===== config.mk =====
export PLATFORM = sky130hd
export DESIGN_NAME = montgomery_row_accumulator_flat
export DESIGN_NICKNAME = d
export VERILOG_FILES = /design/src/rtl/montgomery_row_accumulator_if.sv /design/src/rtl/montgomery_row_accumulator.sv /design/src/flat_wrapper.sv
export SDC_FILE = /design/constraint.sdc
export NUM_CORES = 1
export LEC_CHECK = 0
export BUFFER_PORTS_ARGS = -buffer_cell sky130_fd_sc_hd__buf_2
export CAP_MARGIN = 20
export CORE_MARGIN = 3
export CORE_UTILIZATION = 50
export DETAILED_ROUTE_END_ITERATION = 7
export PLACE_DENSITY_LB_ADDON = 0.12
export SLEW_MARGIN = 10
export SYNTH_ARGS = -nofsm -noshare
export SYNTH_HDL_FRONTEND = slang
export SYNTH_SLANG_ARGS = --single-unit
export TNS_END_PERCENT = 30

===== constraint.sdc =====
create_clock -name clk -period 3.3 [get_ports clk]
set_input_delay 0.165 -clock clk [delete_from_list [all_inputs] [get_ports clk]]
set_output_delay 0.165 -clock clk [all_outputs]
set_load 0.1 [all_outputs]

===== src/rtl/montgomery_row_accumulator_if.sv =====
// Operand/result bus between the exponentiation controller and the Montgomery core.
// The controller is the master; the multiplier core is the slave.
interface montgomery_row_accumulator_if #(
    parameter int WIDTH = 8
);
    logic             start;
    logic [WIDTH-1:0] a_in;
    logic [WIDTH-1:0] b_in;
    logic [WIDTH-1:0] m_in;
    logic             busy;
    logic             done;
    logic [WIDTH-1:0] p_out;

    modport master (
        output start,
        output a_in,
        output b_in,
        output m_in,
        input  busy,
        input  done,
        input  p_out
    );

    modport slave (
        input  start,
        input  a_in,
        input  b_in,
        input  m_in,
        output busy,
        output done,
        output p_out
    );
endinterface


===== src/rtl/montgomery_row_accumulator.sv =====
// Bit-serial Montgomery multiplier: P = A*B*2^-WIDTH mod M, one bit of A per cycle.
// Latency from accepted start to done is WIDTH+3 cycles; result held until the next REDUCE.
module montgomery_row_accumulator #(
    parameter int WIDTH = 8
) (
    input logic                          clk,
    input logic                          rst,
    montgomery_row_accumulator_if.slave  bus
);

    localparam int CW = (WIDTH > 1) ? $clog2(WIDTH) : 1;

    localparam logic [2:0] ST_IDLE    = 3'd0;
    localparam logic [2:0] ST_PRECOMP = 3'd1;
    localparam logic [2:0] ST_ITER    = 3'd2;
    localparam logic [2:0] ST_REDUCE  = 3'd3;
    localparam logic [2:0] ST_DONE    = 3'd4;

    logic [2:0]       state;
    logic [WIDTH-1:0] a_sh;
    logic [WIDTH-1:0] b_reg;
    logic [WIDTH-1:0] m_reg;
    logic [WIDTH:0]   mb_reg;
    logic [WIDTH:0]   r_reg;
    logic [CW-1:0]    iter_cnt;
    logic [WIDTH-1:0] p_reg;

    logic             a_bit;
    logic             q_bit;
    logic [WIDTH+1:0] r_ext;
    logic [WIDTH+1:0] addend;
    logic [WIDTH:0]   r_next;
    logic             last_iter;
    logic             r_ge_m;
    logic [WIDTH-1:0] r_minus_m;
    logic [WIDTH-1:0] reduced;

    // A is consumed LSB first by shifting, so the current bit is always a_sh[0].
    always_comb begin
        a_bit     = a_sh[0];
        q_bit     = (a_bit & b_reg[0]) ^ r_reg[0];
        r_ext     = {1'b0, r_reg};
        addend    = '0;
        case ({a_bit, q_bit})
            2'b00:   addend = '0;
            2'b01:   addend = {2'b00, m_reg};
            2'b10:   addend = {2'b00, b_reg};
            default: addend = {1'b0, mb_reg};
        endcase
        r_next    = (WIDTH+1)'((r_ext + addend) >> 1);
        last_iter = (iter_cnt == CW'(WIDTH - 1));
    end

    // R < 2M holds after the loop, so one conditional subtraction fully reduces it;
    // the low WIDTH bits of the difference are exact because the result is below M.
    always_comb begin
        r_ge_m    = (r_reg >= {1'b0, m_reg});
        r_minus_m = r_reg[WIDTH-1:0] - m_reg;
        reduced   = r_ge_m ? r_minus_m : r_reg[WIDTH-1:0];
    end

    always_ff @(posedge clk) begin
        if (rst) begin
            state    <= ST_IDLE;
            a_sh     <= '0;
            b_reg    <= '0;
            m_reg    <= '0;
            mb_reg   <= '0;
            r_reg    <= '0;
            iter_cnt <= '0;
            p_reg    <= '0;
        end else begin
            case (state)
                ST_IDLE: begin
                    if (bus.start) begin
                        a_sh     <= bus.a_in;
                        b_reg    <= bus.b_in;
                        m_reg    <= bus.m_in;
                        r_reg    <= '0;
                        iter_cnt <= '0;
                        state    <= ST_PRECOMP;
                    end
                end
                ST_PRECOMP: begin
                    mb_reg <= {1'b0, m_reg} + {1'b0, b_reg};
                    state  <= ST_ITER;
                end
                ST_ITER: begin
                    r_reg    <= r_next;
                    a_sh     <= a_sh >> 1;
                    iter_cnt <= iter_cnt + 1'b1;
                    if (last_iter) begin
                        state <= ST_REDUCE;
                    end
                end
                ST_REDUCE: begin
                    p_reg <= reduced;
                    state <= ST_DONE;
                end
                ST_DONE: begin
                    state <= ST_IDLE;
                end
                default: begin
                    state <= ST_IDLE;
                end
            endcase
        end
    end

    assign bus.busy  = (state != ST_IDLE);
    assign bus.done  = (state == ST_DONE);
    assign bus.p_out = p_reg;

endmodule


===== src/flat_wrapper.sv =====
// flat-port wrapper written by rule: the top's interface ports become plain ports
module montgomery_row_accumulator_flat 
#(
    parameter int WIDTH = 8
)
  (clk, rst, bus_start, bus_a_in, bus_b_in, bus_m_in, bus_busy, bus_done, bus_p_out);
  montgomery_row_accumulator_if #(.WIDTH(WIDTH)) bus_i ();
  input logic clk;
  input logic rst;
  input wire logic [$bits(bus_i.start)-1:0] bus_start;
  input wire logic [$bits(bus_i.a_in)-1:0] bus_a_in;
  input wire logic [$bits(bus_i.b_in)-1:0] bus_b_in;
  input wire logic [$bits(bus_i.m_in)-1:0] bus_m_in;
  output wire logic [$bits(bus_i.busy)-1:0] bus_busy;
  output wire logic [$bits(bus_i.done)-1:0] bus_done;
  output wire logic [$bits(bus_i.p_out)-1:0] bus_p_out;
  assign bus_i.start = bus_start;
  assign bus_i.a_in = bus_a_in;
  assign bus_i.b_in = bus_b_in;
  assign bus_i.m_in = bus_m_in;
  assign bus_busy = bus_i.busy;
  assign bus_done = bus_i.done;
  assign bus_p_out = bus_i.p_out;
  montgomery_row_accumulator #(.WIDTH(WIDTH)) u_core (.clk(clk), .rst(rst), .bus(bus_i));
endmodule

Word-level counts from Yosys, hierarchy flattened
Index checks and enable logic that the tools add are counted.
{"block": "totals", "ff_bits": 56, "out_inout_bits": 10, "elab_cells": 42}
{"block": "op_classes", "add_sub_neg": 4, "n_lt_le_gt_ge": 1, "eq_ne": 9, "muxes": 11, "bitwise_logic": 2, "n_reduce_logical": 7}
{"operator": "$pmux 9 s3", "count": 1}
{"operator": "$pmux 9 s2", "count": 1}
{"operator": "$mux 8", "count": 2}
{"operator": "$pmux 8 s2", "count": 1}
{"operator": "$pmux 3 s4", "count": 1}
{"operator": "$add 9x9->10", "count": 1}
{"operator": "$add 8x8->9", "count": 1}
{"operator": "$ge 9x8->1", "count": 1}
{"operator": "$mux 3", "count": 3}
{"operator": "$mux 9", "count": 1}
{"operator": "$sub 8x8->8", "count": 1}
{"operator": "$eq 3x2->1 const B", "count": 2}
{"operator": "$eq 3x3->1 const B", "count": 2}
{"operator": "$pmux 3 s2", "count": 1}
{"operator": "$reduce_and 2->1", "count": 3}
{"operator": "$add 3x1->3 const B", "count": 1}
{"operator": "$eq 3x1->1 const B", "count": 1}
{"operator": "$logic_not 3->1", "count": 1}
{"operator": "$reduce_bool 3->1", "count": 1}
{"operator": "$eq 2x1->1 const B", "count": 1}
{"operator": "$eq 2x2->1 const B", "count": 1}
{"operator": "$logic_not 2->1", "count": 1}
{"operator": "$ne 2x1->1 const B", "count": 1}
{"operator": "$ne 2x2->1 const B", "count": 1}
{"operator": "3 further kinds", "count": 3}

Longest topological paths before layout
Gate-level depths: netlist of the first run.
{"block": "depth", "word_depth": 6, "ltp_mapped": 11, "ltp_nobuf": 11}

Least setup slack after synthesis of the first run
OpenSTA, ideal clock, no wires.
{"block": "synth_path", "kind": "register to register", "start": "register u_core.r_reg[0]", "end": "register u_core.r_reg[7]", "setup_ns": 0.062, "arrival_ns": 2.994, "t_required_ns": 3.238, "slack_ns": 0.244, "path_stages_with_launch": 11, "synth_period_minus_slack_ns": 3.056, "cell_sequence": "dfxtp_1 > xor2_1 > mux2_2 > a22o_1 > ha_1 > a21oi_1 > a21boi_0 > o21ai_0 > a21oi_1 > or4b_2 > nand3_1"}
{"block": "synth_between", "elab_chain_cells": 5, "elab_cells_between_ends": 7}
{"element": "start: declaration", "line_no": "montgomery_row_accumulator.sv:24", "source": "logic [WIDTH:0] r_reg;"}
{"element": "start signal: assignment", "line_no": "montgomery_row_accumulator.sv:89", "source": "r_reg <= r_next;"}
{"element": "$xor 1x1->1", "line_no": "montgomery_row_accumulator.sv:41", "source": "q_bit = (a_bit & b_reg[0]) ^ r_reg[0];"}
{"element": "$eq 2x2->1 (tied with other cells)", "line_no": "montgomery_row_accumulator.sv:44", "source": "case ({a_bit, q_bit})"}
{"element": "$pmux 9 s3", "line_no": "montgomery_row_accumulator.sv:44"}
{"element": "$add 9x9->10 *", "line_no": "montgomery_row_accumulator.sv:50", "source": "r_next = (WIDTH+1)'((r_ext + addend) >> 1);"}
{"element": "$pmux 9 s2 *", "line_no": "montgomery_row_accumulator.sv:73", "source": "case (state)"}
Mark *: on every way between the ends. The rest lies on a longest branch, timed or not.
A chain may end at the register's enable or synchronous reset.

Worst setup path after layout of the first run
{"block": "layout_path", "start": "register u_core.b_reg[0]", "end": "register u_core.r_reg[7]"}
{"block": "layout_between", "elab_chain_cells": 6, "elab_cells_between_ends": 8}
{"element": "start: declaration", "line_no": "montgomery_row_accumulator.sv:21", "source": "logic [WIDTH-1:0] b_reg;"}
{"element": "start signal: assignment", "line_no": "montgomery_row_accumulator.sv:77", "source": "b_reg <= bus.b_in;"}
{"element": "$and 1x1->1", "line_no": "montgomery_row_accumulator.sv:41"}
{"element": "$xor 1x1->1", "line_no": "montgomery_row_accumulator.sv:41"}
{"element": "$eq 2x2->1 (tied with other cells)", "line_no": "montgomery_row_accumulator.sv:44"}
{"element": "$pmux 9 s3 *", "line_no": "montgomery_row_accumulator.sv:44"}
{"element": "$add 9x9->10 *", "line_no": "montgomery_row_accumulator.sv:50"}
{"element": "$pmux 9 s2 *", "line_no": "montgomery_row_accumulator.sv:73"}
Marked as above.

==> results of run 1 <==
-- final timing paths --
path,to,slack [ps],from,depth (start not counted)
hold / removal,u_core.b_reg[5]$_SDFFE_PP0P_,70,bus_b_in[5],3
setup / recovery,u_core.r_reg[7]$_SDFFE_PP0P_,260,u_core.b_reg[0]$_SDFFE_PP0P_,10
hold reg to reg,u_core.mb_reg[4]$_SDFFE_PP0P_,460,u_core.mb_reg[4]$_SDFFE_PP0P_,2
setup reg to reg,u_core.r_reg[7]$_SDFFE_PP0P_,260,u_core.b_reg[0]$_SDFFE_PP0P_,10
-- power breakdown --
group / leakage (nW) / switching, mW / internal (mW)
registers: 0.457 / 0.0399 / 0.712
logic: 1.09 / 0.216 / 0.144
clock network: 0.0485 / 0.237 / 0.153
total: 1.59 / 0.494 / 1.01
-- cell families (layout without fill, tap and decap cells) --
kind of cell / Yosys count / count (layout) / share of synthesized area
buf+inv: 37 / 66 / 0.0448
compound gates: 107 / 107 / 0.209
mux: 11 / 11 / 0.0348
simple gates: 158 / 158 / 0.235
flops: 56 / 56 / 0.332
fa+ha+maj: 30 / 30 / 0.118
xor+xnor: 10 / 10 / 0.0259
-- tightest hold or removal path, stage by stage --
cell	delay (ps)
buf_2	100
nand2_1	40
a21oi_1	50
-- layer usage --
| layer | share of wire | wire length (um) | up-vias | GRT usage |
|---|---|---|---|---|
| met5 | 0 | 0 | - | 0 |
| met4 | 0.014 | 109 | 0 | 0.0604 |
| met3 | 0.032 | 249 | 7 | 0.0339 |
| met2 | 0.46 | 3530 | 51 | 0.345 |
| met1 | 0.50 | 3850 | 1416 | 0.289 |
| li1 | - | - | 1530 | - |
-- final cells by class --
| cell class | count | area (sq um) | area share |
|---|---|---|---|
| Multi-Input combinational cell | 316 | 2120 | 0.570 |
| Sequential cell | 56 | 1120 | 0.302 |
| Timing Repair Buffer | 43 | 233 | 0.0626 |
| Tap cell | 77 | 96.3 | 0.0259 |
| Clock buffer | 5 | 68.8 | 0.0185 |
| Inverter | 15 | 56.3 | 0.0151 |
| Clock inverter | 3 | 22.5 | 0.00606 |
-- cells in the final DEF, fill, tap and decap left out, types with 4 or more instances in the layout --
cell and n:
mux2_2 6, or4_1 4, nor3_1 12, nand3b_1 9
a21oi_1 41, inv_1 15, xnor2_1 6, buf_4 7
a22oi_1 12, clkbuf_8 5, mux2i_1 5, buf_2 36
a211oi_1 7, dfxtp_1 55, nor2_1 32, ha_1 27
nor3b_1 5, o21ai_0 12, nand3_1 10, nand2_1 62
nand4b_1 4, o31a_1 4, a22o_1 7, o21a_1 4
-- metrics by stage --
step / instances / hold WS [ps] / total power, mW / area [sq um]
2_1_floorplan: 409 / 301 / 1.04 / 3380
3_3_place_gp: 507 / 406 / 1.12 / 3620
3_5_place_dp: 507 / 413 / 1.13 / 3620
4_1_cts: 515 / 68.4 / 1.51 / 3710
5_1_grt: 515 / 63.4 / 1.59 / 3720
6_report: 515 / 70.0 / 1.50 / 3720
==> impl_metrics.json, run 1 <==
{
  "run_status": "completed",
  "synth_common_cells": "nand2_1 (62), dfxtp_1 (56), a21oi_1 (41), nor2_1 (32), ha_1 (27)",
  "worst_clock_skew_ps": 8.04,
  "globalRoute.totalOverflow": 0,
  "period_needed_ps": 3040,
  "clock_sinks": 56,
  "detail_route.wirelength_um": 7750,
  "ys.warnings.count": 0,
  "worstPathRequired_ps": 3560,
  "maxSlewHeadroom": 0.522,
  "wire_length_of_the_first_global_routing_pass_um": 13200,
  "crit_path_frequent_cell": "a21oi_1",
  "hold_class": "input port to flop",
  "worst_slack_ps": 256,
  "postCtsHoldBufs": 0,
  "grt_max_degree": 43,
  "area_delta_synth_final_pct": 10.2,
  "clock-root-buffer": "clkbuf_8",
  "rsz0062_at_grt": "no",
  "routed_length_per_placed_instance_um": 15.0,
  "cellLeakagePower_nw": 1.59,
  "route.vias.total": 3004,
  "grt_pass1_vias": 2835,
  "synth_async_sr_flop_share": 0,
  "cts.reportedPaths.clkPinSlew_ps": 110,
  "detail_route.iter0.violations": 140,
  "worst_supply_voltage_drop_on_vdd_v": 0.000258,
  "setup_violations": 0,
  "yosysUniqueCellTypes": 53,
  "floorplan.initialDensity": 0.523,
  "synth_sequential_area_ratio": 0.332,
  "worstMarginPinSlew_ps": 718,
  "cts.path.max_buffers": 2,
  "cts_repair_resize_count": 0,
  "maxClockFrequency_mhz": 328,
  "design.final.nets": 494,
  "clkLatencyLatePin_ps": 320,
  "postSynthRegisterBits": 56,
  "grt_use_total": 0.212,
  "path_buf_inv": 0,
  "syn_area_per_cell_sq_um": 8.25,
  "peak_fanout_along_the_critical_path": 5,
  "power-per-cell-area_nw_per_um2": 404,
  "postLayoutCoreUtil": 0.576,
  "dr.pass1.iters": 4,
  "crit_arrival_ps": 3310,
  "synth_area_leaders": "dfxtp_1 (33%), ha_1 (10%), nand2_1 (6.9%)",
  "cts_post_setup_buffers_inserted": 0,
  "final-hold-violation-count": 0,
  "final_layout_size_suffix_gt1_frac": 0.151,
  "insertedDiodeCount": 0,
  "timing.critical_path.cells": "xor2_2 > mux2_2 > a22o_1 > ha_1 > a21oi_1 > a21boi_0 > o21ai_0 > a21oi_1 > or4b_2 > nand3_1",
  "post_drt_via_cell_ratio": 5.83,
  "placement.io_buffers": 36,
  "postRouteAntennaNets": 0,
  "floorplan.die.height_um": 88.2,
  "slowest_delay_ps": 620,
  "design.die.area_sq_um": 7770,
  "worst_path_dominant_cell_family": "compound AO/OA/AOI/OAI gates",
  "maxSlewViolCount": 0,
  "crit_path_category": "flop to flop",
  "pre_cts_slack_ps": 149,
  "critical_path.slowest_cell": "or4b_2",
  "core.rowCount": 29,
  "boundaryPins": 37,
  "end_kind": "flop",
  "core_outline_area_sq_um": 6460,
  "synth_ff_type": "dfxtp_1",
  "place_hpwl_um": 5870,
  "finalCritPeriodShare": 0.923,
  "startpoint_type": "flop",
  "synthesized_net_count": 466,
  "grt_antenna_before_repair": 0,
  "filler_cell_count": 620,
  "numCtsBuffers": 5,
  "synth_top_area_share": 0.332,
  "place_congestion": 0.887,
  "synth_most_common_cell": "nand2_1",
  "synth_largest_area_cell": "dfxtp_1",
  "max_cap_violations": 0,
  "number_of_enable_flip_flop_cells_after_synthesis": 0,
  "total_negative_setup_slack_ps": 0,
  "clock_tree_from_tritoncts": "done",
  "die_width_um": 88.2,
  "post_synth_inst_count": 409,
  "post_synth_instance_area_sq_um": 3380,
  "cts-htree-levels": 2,
  "drc": 0
}
Note: power is estimated with default switching activity, not from simulation.
==> inputs of run 2 (changes only) <==
--- a/config.mk
+++ b/config.mk
@@ -7,6 +7,7 @@
 export LEC_CHECK = 0
 export BUFFER_PORTS_ARGS = -buffer_cell sky130_fd_sc_hd__buf_2
 export CAP_MARGIN = 20
+export CORE_ASPECT_RATIO = 1.2
 export CORE_MARGIN = 3
 export CORE_UTILIZATION = 50
 export DETAILED_ROUTE_END_ITERATION = 7
==> impl_metrics.json, run 2 (synthesized netlist as in run 1, its figures left out) <==
{
  "worstMarginPinSlew_ps": 834,
  "dr.pass1.iters": 4,
  "detail_route.iter0.violations": 129,
  "setup_violations": 0,
  "maxClockFrequency_mhz": 322,
  "wire_length_of_the_first_global_routing_pass_um": 12800,
  "placement.io_buffers": 36,
  "p_switching_uw": 490,
  "grt_max_degree": 50,
  "pre_cts_slack_ps": 121,
  "maxSlewViolCount": 0,
  "area_delta_synth_final_pct": 10.9,
  "postRouteAntennaNets": 0,
  "numCtsBuffers": 5,
  "cts.path.max_buffers": 2,
  "final-hold-violation-count": 0,
  "core.rowCount": 32,
  "hold_class": "input port to flop",
  "place_congestion": 0.900,
  "max_cap_violations": 0,
  "r2r.worst_path.cells": 11,
  "clock_tree_from_tritoncts": "done",
  "crit_path_frequent_cell": "buf_4",
  "cts.reportedPaths.clkPinSlew_ps": 100,
  "peak_fanout_along_the_critical_path": 5,
  "insertedDiodeCount": 0,
  "finalCritPeriodShare": 0.942,
  "switching_part_of_the_total": 0.326,
  "share_seq_of_total_power": 0.500,
  "period_needed_ps": 3110,
  "maxSlewHeadroom": 0.444,
  "grt_pass1_vias": 2803,
  "detail_route.wirelength_um": 7670,
  "most_common_cell_after_layout_fill_and_taps_aside": "nand2_1",
  "worstPathRequired_ps": 3560,
  "clock_sinks": 56,
  "layout_common_cells": "nand2_1 (62), dfxtp_1 (55), a21oi_1 (41)",
  "critical_path.slowest_cell": "or4b_2",
  "core_outline_area_sq_um": 6490,
  "worst_supply_voltage_drop_on_vdd_v": 0.000240,
  "critical_path_depth": 11,
  "crit_arrival_ps": 3370,
  "crit_path_category": "flop to flop",
  "slowest_delay_ps": 610,
  "worst_clock_skew_ps": 7.29,
  "power_report.internal_total_mw": 1.01,
  "grt_use_total": 0.208,
  "path_buf_inv": 2,
  "cts-htree-levels": 2,
  "power-per-cell-area_nw_per_um2": 401,
  "final_layout_size_suffix_gt1_frac": 0.155,
  "startpoint_type": "flop",
  "cellLeakagePower_nw": 1.61,
  "post_drt_via_cell_ratio": 5.68,
  "drc": 0,
  "boundaryPins": 37,
  "design.final.nets": 496,
  "timing.critical_path.cells": "xor2_2 > buf_4 > buf_4 > mux2_2 > a22o_1 > ha_1 > a21boi_0 > o21ai_0 > a21oi_1 > or4b_2 > nand3_1",
  "place_hpwl_um": 5830,
  "die_width_um": 81.0,
  "design.die.area_sq_um": 7780,
  "clock_power_share": 0.260,
  "clock-root-buffer": "clkbuf_8",
  "grt_antenna_before_repair": 0,
  "clkLatencyLatePin_ps": 320,
  "postCtsHoldBufs": 0,
  "route.vias.total": 2982,
  "worst_slack_ps": 191,
  "floorplan.die.height_um": 96.0,
  "run_status": "completed",
  "holdWs_ps": 75.3,
  "detailed_place.area_sq_um": 3630,
  "routed_length_per_placed_instance_um": 14.6,
  "floorplan.initialDensity": 0.520,
  "worst_path_dominant_cell_family": "compound AO/OA/AOI/OAI gates",
  "globalRoute.totalOverflow": 0,
  "comb_power_share": 0.240,
  "post-route-cell-area_sq_um": 3740,
  "min_path_cells": 3,
  "end_kind": "flop",
  "postLayoutCoreUtil": 0.577
}
-- run 2: final timing paths --
check	startpoint	end	slack (ps)
setup / recovery	u_core.b_reg[0]$_SDFFE_PP0P_	u_core.r_reg[7]$_SDFFE_PP0P_	190
setup reg to reg	u_core.b_reg[0]$_SDFFE_PP0P_	u_core.r_reg[7]$_SDFFE_PP0P_	190
hold / removal	bus_b_in[3]	u_core.b_reg[3]$_SDFFE_PP0P_	80
hold reg to reg	u_core.mb_reg[4]$_SDFFE_PP0P_	u_core.mb_reg[4]$_SDFFE_PP0P_	450
-- run 2: area by class of cell --
type	instances	area (sq um)
fill	638	2740
multi-input combinational	316	2120
sequential	56	1120
timing repair buffer	45	248
tap	85	106
clock buffer	5	68.8
inverter	15	56.3
clock inverter	3	22.5
-- run 2: worst register-to-register path, delay by kind of cell (launching register included) --
family / cells / cell delay, ps
AO/OA/AOI/OAI: 4 / 740
AND/OR/NAND/NOR: 2 / 710
flip-flops: 1 / 430
multiplexers: 1 / 330
adder cells (fa/ha/maj): 1 / 330
buffers and inverters: 2 / 270
XOR/XNOR: 1 / 250
-- run 2: metal layers --
metal | part of all wire | vias to the layer above | global-route usage
met4 | 0.023 | 0 | 0.0718
met2 | 0.49 | 51 | 0.368
met3 | 0.031 | 12 | 0.0309
li1 | - | 1532 | -
met5 | 0 | - | 0
met1 | 0.45 | 1387 | 0.255
-- run 2: power groups by stage --
stage | Clock (mW) | Sequential (mW) | Combinational (mW)
2_1_floorplan | 0 | 0.764 | 0.271
4_1_cts | 0.406 | 0.751 | 0.360
6_report | 0.390 | 0.751 | 0.359
5_1_grt | 0.426 | 0.757 | 0.400
3_5_place_dp | 0 | 0.766 | 0.358
3_3_place_gp | 0 | 0.764 | 0.349
-- run 2: timing repair --
item	in CTS	in global routing
setup buffers	0	2
resized for setup	0	2
endpoints found under the setup margin	0	1
-- run 2: per-stage QoR --
stage                     cells  total power [mW]  setup TNS, ps
final                       525              1.50              0
after global routing        525              1.58          -2.99
after CTS                   523              1.52              0
after detailed placement    515              1.12              0
after global placement      514              1.11              0
after floorplan             409              1.04              0
